**src/rtl/emit_unique_bit_sequence_if.sv**
```systemverilog
// Frame-emitter bus: frame request, payload byte handshake and serial bit output.
interface emit_unique_bit_sequence_if #(
    parameter int unsigned LEN_PREAMBLE            = 8,
    parameter int unsigned LEN_UNIQUE_BIT_SEQUENCE = 32
);
    logic                               start;
    logic [LEN_PREAMBLE-1:0]            preamble;
    logic [LEN_UNIQUE_BIT_SEQUENCE-1:0] unique_bit_sequence;
    logic [7:0]                         num_payload_byte;
    logic                               bit_strobe;
    logic [7:0]                         payload_byte;
    logic                               payload_byte_valid;
    logic                               payload_byte_ready;
    logic                               phy_bit;
    logic                               bit_valid;
    logic                               busy;
    logic                               done;
    logic                               underrun;

    // Frame source / payload producer side
    modport master (
        output start, preamble, unique_bit_sequence, num_payload_byte,
        output bit_strobe, payload_byte, payload_byte_valid,
        input  payload_byte_ready, phy_bit, bit_valid, busy, done, underrun
    );

    // Emitter side
    modport slave (
        input  start, preamble, unique_bit_sequence, num_payload_byte,
        input  bit_strobe, payload_byte, payload_byte_valid,
        output payload_byte_ready, phy_bit, bit_valid, busy, done, underrun
    );
endinterface

```
**src/rtl/emit_unique_bit_sequence.sv**
```systemverilog
// Serialises preamble, access address and payload bytes LSB first, one bit per strobe.
module emit_unique_bit_sequence #(
    parameter int unsigned LEN_PREAMBLE            = 8,
    parameter int unsigned LEN_UNIQUE_BIT_SEQUENCE = 32
) (
    input  logic                            clk,
    input  logic                            rst,
    emit_unique_bit_sequence_if.slave       bus
);
    localparam int unsigned BYTE_W    = 8;
    localparam int unsigned MAX_HDR   = (LEN_PREAMBLE > LEN_UNIQUE_BIT_SEQUENCE) ?
                                        LEN_PREAMBLE : LEN_UNIQUE_BIT_SEQUENCE;
    localparam int unsigned MAX_FIELD = (MAX_HDR > BYTE_W) ? MAX_HDR : BYTE_W;
    localparam int unsigned CNT_W     = $clog2(MAX_FIELD + 1);

    typedef enum logic [1:0] {
        IDLE     = 2'd0,
        PREAMBLE = 2'd1,
        ACCESS   = 2'd2,
        PAYLOAD  = 2'd3
    } state_t;

    state_t                             state_q, state_d;
    logic [LEN_PREAMBLE-1:0]            pre_q, pre_d;
    logic [LEN_UNIQUE_BIT_SEQUENCE-1:0] ubs_q, ubs_d;
    logic [BYTE_W-1:0]                  num_q, num_d;
    logic [CNT_W-1:0]                   cnt_q, cnt_d;
    logic [BYTE_W-1:0]                  fetched_q, fetched_d;
    logic [BYTE_W-1:0]                  loaded_q, loaded_d;
    logic [BYTE_W-1:0]                  hold_q, hold_d;
    logic                               hold_full_q, hold_full_d;
    logic [BYTE_W-1:0]                  shift_q, shift_d;
    logic                               frame_end_q, frame_end_d;
    logic                               phy_bit_q, phy_bit_d;
    logic                               bit_valid_q, bit_valid_d;
    logic                               busy_q, busy_d;
    logic                               done_q, done_d;
    logic                               underrun_q, underrun_d;
    logic                               ready_q, ready_d;
    logic                               xfer;

    // Payload handshake uses the registered ready that the producer sees
    assign xfer = bus.payload_byte_valid & ready_q;

    // State and datapath registers
    always_ff @(posedge clk or posedge rst) begin
        if (rst) begin
            state_q     <= IDLE;
            pre_q       <= '0;
            ubs_q       <= '0;
            num_q       <= '0;
            cnt_q       <= '0;
            fetched_q   <= '0;
            loaded_q    <= '0;
            hold_q      <= '0;
            hold_full_q <= 1'b0;
            shift_q     <= '0;
            frame_end_q <= 1'b0;
            phy_bit_q   <= 1'b0;
            bit_valid_q <= 1'b0;
            busy_q      <= 1'b0;
            done_q      <= 1'b0;
            underrun_q  <= 1'b0;
            ready_q     <= 1'b0;
        end else begin
            state_q     <= state_d;
            pre_q       <= pre_d;
            ubs_q       <= ubs_d;
            num_q       <= num_d;
            cnt_q       <= cnt_d;
            fetched_q   <= fetched_d;
            loaded_q    <= loaded_d;
            hold_q      <= hold_d;
            hold_full_q <= hold_full_d;
            shift_q     <= shift_d;
            frame_end_q <= frame_end_d;
            phy_bit_q   <= phy_bit_d;
            bit_valid_q <= bit_valid_d;
            busy_q      <= busy_d;
            done_q      <= done_d;
            underrun_q  <= underrun_d;
            ready_q     <= ready_d;
        end
    end

    // Next-state, bit emission and payload buffering
    always_comb begin
        state_d     = state_q;
        pre_d       = pre_q;
        ubs_d       = ubs_q;
        num_d       = num_q;
        cnt_d       = cnt_q;
        fetched_d   = fetched_q;
        loaded_d    = loaded_q;
        hold_d      = hold_q;
        hold_full_d = hold_full_q;
        shift_d     = shift_q;
        frame_end_d = 1'b0;
        phy_bit_d   = phy_bit_q;
        bit_valid_d = 1'b0;
        done_d      = 1'b0;
        underrun_d  = 1'b0;

        if (xfer) begin
            hold_d      = bus.payload_byte;
            hold_full_d = 1'b1;
            fetched_d   = fetched_q + 8'd1;
        end

        if (frame_end_q) begin
            // done/underrun cycle is still busy; return to IDLE one cycle later
            state_d = IDLE;
        end else begin
            case (state_q)
                IDLE: begin
                    if (bus.start) begin
                        pre_d       = bus.preamble;
                        ubs_d       = bus.unique_bit_sequence;
                        num_d       = bus.num_payload_byte;
                        cnt_d       = '0;
                        fetched_d   = '0;
                        loaded_d    = '0;
                        hold_full_d = 1'b0;
                        state_d     = PREAMBLE;
                    end
                end
                PREAMBLE: begin
                    if (bus.bit_strobe) begin
                        phy_bit_d   = pre_q[0];
                        bit_valid_d = 1'b1;
                        pre_d       = pre_q >> 1;
                        if (cnt_q == CNT_W'(LEN_PREAMBLE - 1)) begin
                            cnt_d   = '0;
                            state_d = ACCESS;
                        end else begin
                            cnt_d = cnt_q + CNT_W'(1);
                        end
                    end
                end
                ACCESS: begin
                    if (bus.bit_strobe) begin
                        phy_bit_d   = ubs_q[0];
                        bit_valid_d = 1'b1;
                        ubs_d       = ubs_q >> 1;
                        if (cnt_q == CNT_W'(LEN_UNIQUE_BIT_SEQUENCE - 1)) begin
                            cnt_d = '0;
                            if (num_q == 8'd0) begin
                                done_d      = 1'b1;
                                frame_end_d = 1'b1;
                            end else begin
                                state_d = PAYLOAD;
                            end
                        end else begin
                            cnt_d = cnt_q + CNT_W'(1);
                        end
                    end
                end
                PAYLOAD: begin
                    if (bus.bit_strobe) begin
                        if (cnt_q == '0) begin
                            // Byte boundary: move holding byte into the shifter
                            if (!hold_full_q) begin
                                underrun_d  = 1'b1;
                                frame_end_d = 1'b1;
                            end else begin
                                phy_bit_d   = hold_q[0];
                                bit_valid_d = 1'b1;
                                shift_d     = hold_q >> 1;
                                hold_full_d = xfer;
                                loaded_d    = loaded_q + 8'd1;
                                cnt_d       = CNT_W'(1);
                            end
                        end else begin
                            phy_bit_d   = shift_q[0];
                            bit_valid_d = 1'b1;
                            shift_d     = shift_q >> 1;
                            if (cnt_q == CNT_W'(BYTE_W - 1)) begin
                                cnt_d = '0;
                                if (loaded_q == num_q) begin
                                    done_d      = 1'b1;
                                    frame_end_d = 1'b1;
                                end
                            end else begin
                                cnt_d = cnt_q + CNT_W'(1);
                            end
                        end
                    end
                end
                default: state_d = IDLE;
            endcase
        end

        busy_d  = (state_d != IDLE);
        ready_d = busy_d & ~frame_end_d & ~hold_full_d & (fetched_d < num_d);
    end

    assign bus.phy_bit            = phy_bit_q;
    assign bus.bit_valid          = bit_valid_q;
    assign bus.busy               = busy_q;
    assign bus.done               = done_q;
    assign bus.underrun           = underrun_q;
    assign bus.payload_byte_ready = ready_q;

endmodule

```
**src/flat_wrapper.sv**
```systemverilog
// flat-port wrapper written by rule: the top's interface ports become plain ports
module emit_unique_bit_sequence_flat 
#(
    parameter int unsigned LEN_PREAMBLE            = 8,
    parameter int unsigned LEN_UNIQUE_BIT_SEQUENCE = 32
)
  (clk, rst, bus_start, bus_preamble, bus_unique_bit_sequence, bus_num_payload_byte, bus_bit_strobe, bus_payload_byte, bus_payload_byte_valid, bus_payload_byte_ready, bus_phy_bit, bus_bit_valid, bus_busy, bus_done, bus_underrun);
  emit_unique_bit_sequence_if #(.LEN_PREAMBLE(LEN_PREAMBLE), .LEN_UNIQUE_BIT_SEQUENCE(LEN_UNIQUE_BIT_SEQUENCE)) bus_i ();
  input  logic clk;
  input  logic rst;
  input wire logic [$bits(bus_i.start)-1:0] bus_start;
  input wire logic [$bits(bus_i.preamble)-1:0] bus_preamble;
  input wire logic [$bits(bus_i.unique_bit_sequence)-1:0] bus_unique_bit_sequence;
  input wire logic [$bits(bus_i.num_payload_byte)-1:0] bus_num_payload_byte;
  input wire logic [$bits(bus_i.bit_strobe)-1:0] bus_bit_strobe;
  input wire logic [$bits(bus_i.payload_byte)-1:0] bus_payload_byte;
  input wire logic [$bits(bus_i.payload_byte_valid)-1:0] bus_payload_byte_valid;
  output wire logic [$bits(bus_i.payload_byte_ready)-1:0] bus_payload_byte_ready;
  output wire logic [$bits(bus_i.phy_bit)-1:0] bus_phy_bit;
  output wire logic [$bits(bus_i.bit_valid)-1:0] bus_bit_valid;
  output wire logic [$bits(bus_i.busy)-1:0] bus_busy;
  output wire logic [$bits(bus_i.done)-1:0] bus_done;
  output wire logic [$bits(bus_i.underrun)-1:0] bus_underrun;
  assign bus_i.start = bus_start;
  assign bus_i.preamble = bus_preamble;
  assign bus_i.unique_bit_sequence = bus_unique_bit_sequence;
  assign bus_i.num_payload_byte = bus_num_payload_byte;
  assign bus_i.bit_strobe = bus_bit_strobe;
  assign bus_i.payload_byte = bus_payload_byte;
  assign bus_i.payload_byte_valid = bus_payload_byte_valid;
  assign bus_payload_byte_ready = bus_i.payload_byte_ready;
  assign bus_phy_bit = bus_i.phy_bit;
  assign bus_bit_valid = bus_i.bit_valid;
  assign bus_busy = bus_i.busy;
  assign bus_done = bus_i.done;
  assign bus_underrun = bus_i.underrun;
  emit_unique_bit_sequence #(.LEN_PREAMBLE(LEN_PREAMBLE), .LEN_UNIQUE_BIT_SEQUENCE(LEN_UNIQUE_BIT_SEQUENCE)) u_core (.clk(clk), .rst(rst), .bus(bus_i));
endmodule
```
**config.mk**
```make
export PLATFORM = sky130hd
export DESIGN_NAME = emit_unique_bit_sequence_flat
export DESIGN_NICKNAME = d
export VERILOG_FILES = /design/src/rtl/emit_unique_bit_sequence_if.sv /design/src/rtl/emit_unique_bit_sequence.sv /design/src/flat_wrapper.sv
export SDC_FILE = /design/constraint.sdc
export NUM_CORES = 1
export LEC_CHECK = 0
export CORE_ASPECT_RATIO = 0.7
export CORE_MARGIN = 4
export CORE_UTILIZATION = 50
export DETAILED_ROUTE_END_ITERATION = 12
export MAX_ROUTING_LAYER = met4
export PLACE_DENSITY = 0.77
export SYNTH_ARGS = -nofsm -noshare
export SYNTH_HDL_FRONTEND = slang
export SYNTH_SLANG_ARGS = --single-unit
```
**constraint.sdc**
```tcl
create_clock -name clk -period 3.18 [get_ports clk]
set_input_delay 0.636 -clock clk [delete_from_list [all_inputs] [get_ports clk]]
set_output_delay 0.636 -clock clk [all_outputs]
set_load 0.01 [all_outputs]
```
Word level (Yosys, flattened, before mapping)
Index checks and enable logic that the tools add are counted.
{ "word_totals": {"word_cells": 131, "output_inout_bits": 6, "in_bits": 61, "ff_bits": 96} }
{ "classes": {"eq_ne": 14, "n_reduce_logical": 15, "order_cmp": 1, "n_bitwise": 7, "n_mux": 74, "add_sub_neg": 3} }
{ "ops": {"columns": ["operator", "count"], "rows": [
  ["$mux W8", 15],
  ["$mux W32", 2],
  ["$pmux W32 S2", 1],
  ["$mux W6", 8],
  ["$mux W1", 32],
  ["$pmux W8 S2", 2],
  ["$pmux W6 S4", 1],
  ["$reduce_and A6 Y1", 3],
  ["$add A8 B1 Y8 const B", 2],
  ["$mux W2", 7],
  ["$reduce_and A4 Y1", 3],
  ["$eq A8 B8 Y1", 1],
  ["$logic_not A8 Y1", 1],
  ["$lt A8 B8 Y1", 1],
  ["$ne A2 B2 Y1 const B", 4],
  ["$pmux W1 S2", 4],
  ["$reduce_bool A2 Y1", 4],
  ["$add A6 B1 Y6 const B", 1],
  ["$eq A6 B3 Y1 const B", 1],
  ["$eq A6 B5 Y1 const B", 1],
  ["$logic_not A6 Y1", 1],
  ["$ne A2 B1 Y1 const B", 3],
  ["$pmux W2 S3", 1],
  ["$and A1 B1 Y1", 4],
  ["8 further kinds", 11]
]} }

Longest topological paths before layout
{ "depth": {"ltp_word": 11, "mapped_depth": 12} }

Least setup slack after synthesis
OpenSTA, ideal clock, no wires.
{ "synth_path": {"kind": "flip-flop to flip-flop", "start": "register u_core.state_q[0]", "end": "register u_core.ready_q (netlist: u_core.bus.payload_byte_ready)", "path_stages_with_launch": 13, "setup_slack_ns": 0.344, "arrival_ns": 2.730, "cell_sequence": "dfrtp_1 -> inv_1 -> ha_1 -> and3b_1 -> clkbuf_1 -> clkbuf_1 -> mux2i_1 -> ha_1 -> a21oi_1 -> nor2b_1 -> o21ai_0 -> nand4b_1 -> nor4b_1"} }
{ "synth_between": {"elab_chain_cells": 9, "elab_cells_between_ends": 27} }
{ "synth_lines": {"columns": ["element", "line", "source"], "rows": [
  ["start: declaration", "emit_unique_bit_sequence.sv:23", "state_t state_q, state_d;"],
  ["start signal: assignment", "emit_unique_bit_sequence.sv:66", "state_q <= state_d;"],
  ["$mux W2", "emit_unique_bit_sequence.sv:147", "if (num_q == 8'd0) begin"],
  ["$mux W2", "emit_unique_bit_sequence.sv:145", "if (cnt_q == CNT_W'(LEN_UNIQUE_BIT_SEQUENCE - 1)) begin"],
  ["$mux W2", "emit_unique_bit_sequence.sv:141", "if (bus.bit_strobe) begin"],
  ["$pmux W2 S3", "emit_unique_bit_sequence.sv:114", "case (state_q)"],
  ["$mux W2", "emit_unique_bit_sequence.sv:110", "if (frame_end_q) begin"],
  ["$reduce_bool A2 Y1", "emit_unique_bit_sequence.sv:193", "busy_d = (state_d != IDLE);"],
  ["$and A1 B1 Y1 (2 in a row)", "emit_unique_bit_sequence.sv:194", "ready_d = busy_d & ~frame_end_d & ~hold_full_d & (fetched_d < num_d);"],
  ["$and A1 B1 Y1 *", "emit_unique_bit_sequence.sv:194", null],
  ["named net u_core.ready_d", "emit_unique_bit_sequence.sv:39", "logic ready_q, ready_d;"],
  ["end signal: assignment", "emit_unique_bit_sequence.sv:82", "ready_q <= ready_d;"],
  ["end: declaration", "emit_unique_bit_sequence.sv:39", null]
]} }
The timed path passes the listed nets; every way through them passes the cells marked *.
A chain may end at the register's enable or synchronous reset.

Worst setup path after layout
{ "layout_path": {"start": "input bus_payload_byte_valid", "end": "register u_core.ready_q (netlist: u_core.bus.payload_byte_ready)"} }
{ "layout_between": {"elab_cells_between_ends": 16} }
{ "layout_lines": {"columns": ["element", "line", "source"], "rows": [
  ["start: declaration", "flat_wrapper.sv:17", "input wire logic [$bits(bus_i.payload_byte_valid)-1:0] bus_payload_byte_valid;"],
  ["$and A1 B1 Y1 *", "emit_unique_bit_sequence.sv:43", "assign xfer = bus.payload_byte_valid & ready_q;"],
  ["$mux W8 *", "emit_unique_bit_sequence.sv:104", "if (xfer) begin"],
  ["$mux W8", "emit_unique_bit_sequence.sv:116", "if (bus.start) begin"],
  ["$mux W8", "emit_unique_bit_sequence.sv:114", null],
  ["$mux W8 *", "emit_unique_bit_sequence.sv:110", null],
  ["named net u_core.fetched_d[5]", "emit_unique_bit_sequence.sv:28", "logic [BYTE_W-1:0] fetched_q, fetched_d;"],
  ["$lt A8 B8 Y1 *", "emit_unique_bit_sequence.sv:194", null],
  ["$and A1 B1 Y1 *", "emit_unique_bit_sequence.sv:194", null],
  ["named net u_core.ready_d", "emit_unique_bit_sequence.sv:39", null]
]} }
Marked as above.

==> reports/results.ini <==
[sta]
finalSetupTns_ps = 0
finalCritPeriodShare = 0.905
setup-violations-final = 0
timing.fmax_mhz = 347
hold_slack_ps = 479
report.final.hold_viol_count = 0
drv_slew = 0
skew_ps = 11.4
post-route-min-period_ps = 2880
slew_headroom = 0.418
tightest_slew_ps = 870
rsz0062_at_grt = false

[status]
status = finished, final reports clean

[global_route]
antenna_found_initial = 0
grt_pass1_wl_um = 19000
grt.total_usage = 0.208
grt_max_degree = 96
gr-total-overflow = 0
use_met3 = 0.0470
gr-usage-met1 = 0.300
grt-busiest-layer = met1
grt_pass1_vias = 3876
use_met2 = 0.299

[detailed_routing]
drt_iter0_drc = 309
dr.pass1.iters = 4
final_antenna_net_count = 0
avgRoutedWirePerCell_um = 15.6
vias = 3939
drc_errors = 0
wl_um = 11100
viasPerCell = 5.53

[synthesis]
netlist_area_um2 = 4950
syn_area_per_cell_um2 = 9.65
yosys_warnings = 0
synthTopCellsByArea = dfrtp_1 48%, mux2i_1 11%, a21oi_1 5.4%
synth-edff-count = 0
syn_nets = 591
ys_seq_area_frac = 0.480
syn_inst = 513
synth_top_area_share = 0.480
synth_largest_area_cell = dfrtp_1
async_reset_ff_frac = 1.00
synth_seq_cells = 95
synthFlopType = dfrtp_1
synth_cell_types = 58

[cells_and_area]
seq_area_um2 = 2380
final_common_cell = dfrtp_1
nNetsFinal = 657
num-fill-cells = 772
final_area_um2 = 6100
multi_input_area_um2 = 2410
drive_above_1_share = 0.0702
area_growth_pct = 23.3
instances_no_fill = 712
final_cell_mix = 95 x dfrtp_1, 66 x clkdlybuf4s50_1, 65 x nor2_1
diodes = 0

[clocking]
cts_buffer_depth = 2
cts_buffers = 9
post-cts-setup-buffers = 0
clk_latency_ps = 340
clkTransAtPathRegs_ps = 70
numClockSinks = 95
htreeDepth = 3
ctsResizeCount = 0
cts_tree = yes
root_buffer = clkbuf_16
ctsHoldBuffers = 0

[placed_design]
dpl_cell_area_um2 = 5790
hpwlAfterDp_um = 7880
finalWeightedCongestion = 0.924
port_buffers = 66
dpl.cell_count = 696

[pwr]
p_total_mw = 4.79
switchingPower_mw = 1.78
p_leak_nw = 2.58
clkPwrFrac = 0.236
swShare = 0.371
ir_drop_mv = 0.377
intPower_mw = 3.01
power.density_nw_per_um2 = 785
power_frac_seq = 0.400
power_frac_comb = 0.365

[setup_path]
arrival_ps = 3110
crit-reg2reg-capture = u_core.bus.payload_byte_ready
crit_family = simple AND/OR/NAND/NOR gates
worstSetupStartpointType = input port
reg2reg_slack_ps = 360
cp_common_cell = a21oi_1
cp-end-kind = flop
cp_num_buf_inv = 1
required_ps = 3410
cp_cell_sequence = clkdlybuf4s50_1, and2_0, nand4_1, or3_1, a21oi_1, ha_1, a21oi_1, nor2b_1, o21ai_0, nand4b_1, nor4b_1
cp_slowest_cell = clkdlybuf4s50_1
path_max_fanout = 3
crit_type = input port to flop
cpPeakStageDelay_ps = 470
reg2regPathDepth = 10
r2r-start = u_core.state_q[0]

[min_path]
whs_path_depth = 2
hold_path.class = flop to flop
hp-start = u_core.hold_q[4]
hold-path-endpoint = u_core.hold_q[4]

[floorplan]
die_h_um = 91.2
fp.dieW_um = 127
io_pins = 67
start_util = 0.511
dieArea_um2 = 11600
rows = 30
core_area_um2 = 9680

[run]
drv_cap = 0

## sequential cells by signal, indices dropped and copies added, names as in the netlist
signal,count
u_core.bus.phy_bit,1
u_core.fetched_q,8
u_core.shift_q,7
u_core.hold_q,8
u_core.bus.payload_byte_ready,1
u_core.ubs_q,32
u_core.bus.underrun,1
u_core.bus.bit_valid,1
u_core.bus.done,1
u_core.frame_end_q,1
u_core.loaded_q,8
u_core.num_q,8
u_core.cnt_q,6
u_core.bus.busy,1
u_core.hold_full_q,1
u_core.state_q,2
u_core.pre_q,8
## cell families (layout without fill, tap and decap cells)
group,Yosys count,count (layout),share of synthesized area
xor+xnor,16,16,0.0283
fa+ha+maj,17,17,0.0430
flops,95,95,0.480
buf+inv,44,115,0.0354
simple gates,178,178,0.169
mux,53,53,0.107
compound gates,110,110,0.137
## cell usage after synthesis, types with 7 or more instances
| library cell | instances |
|---|---|
| nor3_1 | 7 |
| mux2i_1 | 52 |
| nor2_1 | 65 |
| nand4_1 | 7 |
| nand3_1 | 9 |
| o21ai_0 | 27 |
| nand2_1 | 52 |
| dfrtp_1 | 95 |
| inv_1 | 21 |
| ha_1 | 17 |
| clkbuf_1 | 18 |
| a21oi_1 | 53 |
| xor2_1 | 15 |
## worst register-to-register path, stage by stage, from the launching register on
cell and delay, ps:
dfrtp_1 430, inv_1 200, ha_1 220, and3b_1 350, buf_4 200, mux2i_1 290, ha_1 300, nor2b_1 130
o21ai_0 200, nand4b_1 110, nor4b_1 290
## area by class of cell
cell class / count / area share
clock inverters: 6 / 0.0121
inverters: 21 / 0.0131
flip-flops and latches: 95 / 0.389
clock buffers: 10 / 0.0391
repair buffers: 78 / 0.125
well taps: 128 / 0.0262
multi-input cells: 374 / 0.395
## how the worst max path moves through the flow
stage	from	end	slack, ps	cells past startpoint
after global routing	bus_payload_byte_valid	u_core.bus.payload_byte_ready	210	11
final	bus_payload_byte_valid	u_core.bus.payload_byte_ready	300	11
after floorplan	rst	u_core.bus.bit_valid	70	1
after global placement	bus_payload_byte_valid	u_core.bus.payload_byte_ready	150	11
after detailed placement	bus_payload_byte_valid	u_core.bus.payload_byte_ready	4	11
after CTS	bus_payload_byte_valid	u_core.bus.payload_byte_ready	360	11
## layer usage
metal / routed length, um / share of wire
met1: 5350 / 0.48
met2: 4940 / 0.44
met3: 705 / 0.063
met4: 131 / 0.012
met5: 0 / 0
## stage by stage
| stage | utilization | worst slack, ps |
|---|---|---|
| floorplan | - | 67.0 |
| global placement | 0.598 | 149 |
| detailed placement | 0.598 | 4.38 |
| CTS | 0.630 | 363 |
| global route | 0.630 | 207 |
| finish | 0.630 | 302 |
## power by group through the flow
stage               clock network (mW)  registers [mW]  logic [mW]
detailed placement                   0            1.93        1.73
finish                            1.13            1.92        1.75
global route                      1.20            1.97        1.98
global placement                     0            1.91        1.66
CTS                               1.15            1.92        1.75
floorplan                            0            1.86        1.26
No activity file was read; power rests on OpenSTA's default activity.
